**config.mk**
```make
export PLATFORM = sky130hd
export DESIGN_NAME = regfile_sb
export DESIGN_NICKNAME = d
export VERILOG_FILES = /design/src/rtl/regfile_sb.sv
export SDC_FILE = /design/constraint.sdc
export NUM_CORES = 2
export LEC_CHECK = 0
export ABC_AREA = 1
export CAP_MARGIN = 20
export CELL_PAD_IN_SITES_DETAIL_PLACEMENT = 0
export CELL_PAD_IN_SITES_GLOBAL_PLACEMENT = 2
export CORE_AREA = 2 2 450 362
export CTS_BUF_LIST = sky130_fd_sc_hd__clkbuf_4
export CTS_CLUSTER_SIZE = 25
export DETAILED_ROUTE_END_ITERATION = 16
export DIE_AREA = 0 0 452 364
export PLACE_DENSITY = 0.95
export SETUP_SLACK_MARGIN = 0.05
export SLEW_MARGIN = 20
export SYNTH_ARGS = -nofsm -noshare
export SYNTH_HDL_FRONTEND = slang
export SYNTH_SLANG_ARGS = --single-unit
```
**constraint.sdc**
```tcl
create_clock -name clk -period 68.5 [get_ports clk]
set_input_delay 13.7 -clock clk [delete_from_list [all_inputs] [get_ports clk]]
set_output_delay 13.7 -clock clk [all_outputs]
set_load 0.005 [all_outputs]
```
**src/rtl/regfile_sb.sv**
```systemverilog
// regfile_sb: parametrised multi-port register file with an architectural
// zero register, optional write-to-read bypass and a per-register busy
// scoreboard carrying a registered count of pending writebacks.
module regfile_sb #(
  parameter int DATA_W   = 32,
  parameter int ADDR_W   = 5,
  parameter int NUM_RD   = 2,
  parameter int ZERO_REG = 1,
  parameter int BYPASS   = 1
) (
  input  logic                     clk,
  input  logic                     reset,
  input  logic                     wr_en,
  input  logic [ADDR_W-1:0]        wr_addr,
  input  logic [DATA_W-1:0]        wr_data,
  input  logic                     alloc_en,
  input  logic [ADDR_W-1:0]        alloc_addr,
  input  logic [NUM_RD*ADDR_W-1:0] rd_addr,
  output logic [NUM_RD*DATA_W-1:0] rd_data,
  output logic [NUM_RD-1:0]        rd_busy,
  output logic [ADDR_W:0]          busy_cnt
);

  localparam int unsigned DEPTH = 2 ** ADDR_W;
  localparam bit          HAS_ZERO = (ZERO_REG != 0);
  localparam bit          HAS_BYPASS = (BYPASS != 0);

  logic [DATA_W-1:0] mem [DEPTH];
  logic [DEPTH-1:0]  busy;
  logic [DEPTH-1:0]  busy_next;
  logic [ADDR_W:0]   cnt_next;
  logic              wr_ok;
  logic              alloc_ok;
  logic              rise;
  logic              fall;

  // Requests targeting the hardwired zero register are dropped here.
  assign wr_ok    = wr_en    && !(HAS_ZERO && (wr_addr    == '0));
  assign alloc_ok = alloc_en && !(HAS_ZERO && (alloc_addr == '0));

  // Register storage: flops, cleared asynchronously.
  always_ff @(posedge clk or posedge reset) begin
    if (reset) begin
      for (int unsigned i = 0; i < DEPTH; i++) begin
        mem[i] <= '0;
      end
    end else if (wr_ok) begin
      mem[wr_addr] <= wr_data;
    end
  end

  // Next scoreboard state; alloc is applied after write so a same-address
  // pair leaves the register busy. The count moves only on real transitions.
  always_comb begin
    busy_next = busy;
    cnt_next  = busy_cnt;
    rise      = alloc_ok && !busy[alloc_addr];
    fall      = wr_ok && busy[wr_addr] && !(alloc_ok && (alloc_addr == wr_addr));
    if (wr_ok) begin
      busy_next[wr_addr] = 1'b0;
    end
    if (alloc_ok) begin
      busy_next[alloc_addr] = 1'b1;
    end
    if (rise && !fall) begin
      cnt_next = busy_cnt + (ADDR_W+1)'(1);
    end else if (fall && !rise) begin
      cnt_next = busy_cnt - (ADDR_W+1)'(1);
    end
  end

  // Scoreboard bits and pending-write count.
  always_ff @(posedge clk or posedge reset) begin
    if (reset) begin
      busy     <= '0;
      busy_cnt <= '0;
    end else begin
      busy     <= busy_next;
      busy_cnt <= cnt_next;
    end
  end

  // Combinational read ports with zero-register masking and optional bypass.
  always_comb begin
    logic [ADDR_W-1:0] a;
    a       = '0;
    rd_data = '0;
    rd_busy = '0;
    for (int unsigned k = 0; k < NUM_RD; k++) begin
      a = rd_addr[k*ADDR_W +: ADDR_W];
      if (reset) begin
        rd_data[k*DATA_W +: DATA_W] = '0;
        rd_busy[k]                  = 1'b0;
      end else if (HAS_ZERO && (a == '0)) begin
        rd_data[k*DATA_W +: DATA_W] = '0;
        rd_busy[k]                  = 1'b0;
      end else if (HAS_BYPASS && wr_ok && (wr_addr == a)) begin
        rd_data[k*DATA_W +: DATA_W] = wr_data;
        rd_busy[k]                  = 1'b0;
      end else begin
        rd_data[k*DATA_W +: DATA_W] = mem[a];
        rd_busy[k]                  = busy[a];
      end
    end
  end

endmodule

```
==> impl_results.md <==
* Sw Share at 35.1%
* Unrepaired setup endpoints after global routing: false
* Synth cell types at 42
* Asr flop ratio synth at 100%
* CP Cell Sequence: buf_6 -> inv_6 -> buf_4 -> nand2_1 -> nand4_1 -> nor3_4 -> a21oi_4 -> buf_4 -> nand3_1 -> nand2_1 -> clkdlybuf4s50_1
* Fin. Hold Viols at 0
* Place WS at 36.57 ns
* Setup CP Type: in -> out
* P_int at about 1.2 mW
* DP HPWL at roughly 140000 µm
* Max FO, Critical Path at 83
* Crit end category: output pin
* LEAKAGE at 30.0 nW
* Post-cts resize count at 0
* Clock Path Buffers at 4
* Post-Syn Instances at 8588
* Highest routed layer: met4
* Die Span Y at about 360 µm
* Starting density of the core at 37.6%
* Root Buffer: clkbuf_4
* Seq. cell area at 26600 µm²
* Iteration-0 DRC Markers at 8139
* Slew HR at 16.1%
* GR Util All Layers at 31.6%
* Clock transition at the registers of the reported paths at 0.06 ns
* GRT overflow at 0
* Ports at 128
* Final Cell Area at 66100 µm²
* Max cap viols at 0
* Worst setup margin at 36.41 ns
* Vias in the first global route at 58100
* First-pass GRT wire length at 390000 µm
* Final Max Slew Viols at 0
* Critical path's slowest cell: buf_4
* Die W at 452 µm
* Cell area after placement at 62500 µm²
* Area of the multi-input gates at 27900 µm²
* Clock buffer count from CTS at 302
* Worst-margin pin slew at 1.26 ns
* Most frequent cells in the layout: 2214 x nand2_1, 1339 x nand3_1, 1334 x o21ai_0
* Worst hold path type: reg -> reg
* CP startpoint kind: input pin
* Register area share after synthesis at about 44%
* Sw power at 0.650 mW
* Layout area overhead at 9.24%
* Reg power frac at between 40% and 50%
* Most common cell after layout, fill and taps aside: nand2_1
* Worst EP arrival at between 15 and 20 ns
* Wire length per cell at about 25 µm
* Vias at 62000
* Std cell rows at 132
* Pwr/cell area at 28.0 nW/µm²
* FF-to-FF setup slack at around 66 ns
* Met1 WL at 110000 µm
* EDFF count, synth at 0
* # DRC at 0
* Setup_tns at 0 ns
* Routability cong. at 0.890
* Die area at between 150000 and 200000 µm²
* Final core utilization at around 41%
* Avg Cell Area, Syn at 7.04 µm²
* Setup Fix Bufs, Post-CTS at 0
* Hold Buf Count CTS at 0
* Final min period at around 32 ns
* Synthesized Nets at between 8000 and 9000
* Clk_skew at 0.0370 ns
* Period utilization at 46.9%
* Setup violators final at 0
* Met3 WL at 32600 µm
* Yosys reg bits at 1062
* Via-to-Cell Ratio at 5.79
* Antenna violations before repair at 7
* Filler cells at 16900
* WL final at around 260000 µm
* Final nets at 8429
* Clock share of power at 31.7%
* Req. time, crit path at 54.80 ns
* Top FF cell, synth: dfrtp_1
* Synth Warn # at 0
* IO Port Bufs at 127
* FMAX at 0.0312 GHz
* CTS H-tree depth at 5
* CTS Sinks at 1062
* Status: completed
* Clk_lat worst skew at 1.31 ns
* Largest stage delay, worst path at 0.95 ns
* Pwr Total at 1.85 mW
* DRT antenna net count at 0
* Comb pwr share at a little under a quarter
* VDD IR max at 0.0195 mV
* Cell Area, Synth at 60500 µm²
* CTS tree: built
* Largest net degree at the start of global routing at around 170
* Met2 wire length at 109000 µm
* Placeable Area at roughly 160000 µm²
* Drt first pass iters at 9
* Layout cells sized above 1 at a little over 8%
==> stage by stage <==
stage          hold slack, ns  std cells
2_1_floorplan           0.429       8588
3_3_place_gp            0.365      10200
3_5_place_dp            0.366      10200
4_1_cts                 0.380      10700
5_1_grt                 0.386      10700
6_report                0.375      10700
==> worst max-delay path: cells and delay by family <==
kind | cells | cell delay (ns)
buffers and inverters | 5 | 3.11
and+or+nand+nor | 5 | 0.68
AOI/OAI and AO/OA | 1 | 0.76
==> state kept, by name (all words and copies together), names as in the netlist <==
register,cells
mem,1024
busy,32
busy_cnt,6
==> area by class of cell <==
type	count	share of cell area (%)
Antenna cell	11	0.0417
Clock inverter	51	0.337
Sequential cell	1062	40.2
Timing Repair Buffer	271	3.74
Clock buffer	438	4.98
Inverter	754	4.36
Tap cell	2144	4.06
Multi-Input combinational cell	5976	42.3
==> power groups by stage <==
stage               registers (mW)  clock network, mW  logic [mW]
finish                       0.830              0.588       0.434
global route                 0.846              0.630       0.491
CTS                          0.829              0.596       0.428
detailed placement           0.839                  0       0.426
global placement             0.836                  0       0.416
floorplan                    0.828                  0       0.306
==> cells in the mapped netlist, drive strengths merged, types with 21 or more instances <==
master / n / area [µm²]
dfrtp: 1062 / 26600
nand2: 2226 / 8390
nor2: 192 / 795
o211ai: 196 / 1470
buf: 334 / 1610
inv: 751 / 2820
clkbuf: 462 / 1730
a22oi: 23 / 173
a21oi: 569 / 2860
nand3: 1340 / 6710
o22ai: 21 / 131
nor3: 21 / 121
o21ai: 1354 / 6780
==> logic make-up after synthesis <==
family | synth area share (%)
AO/OA/AOI/OAI | 18.9
flip-flops | 43.9
AND/OR/NAND/NOR | 26.6
XOR/XNOR | 0.157
buffers and inverters | 10.2
adder cells (fa/ha/maj) | 0.137
==> layer usage <==
metal / track usage, % / vias up
met3: 8.13 / 719
met1: 43.9 / 29300
met2: 46.2 / 3988
met5: 0 / -
li1: - / 28000
met4: 14.1 / 0
==> final timing paths <==
| path | startpoint | to | cells after the start |
|---|---|---|---|
| max | rd_addr[7] | rd_data[59] | 11 |
| min | mem[992] | mem[992] | 0 |
| max reg2reg | busy[7] | busy_cnt[5] | 19 |
| min reg2reg | mem[992] | mem[992] | 0 |
| max in group asynchronous | reset | mem[924] | 5 |
| min in group asynchronous | reset | mem[534] | 2 |
No activity file was read; power rests on OpenSTA's default activity.
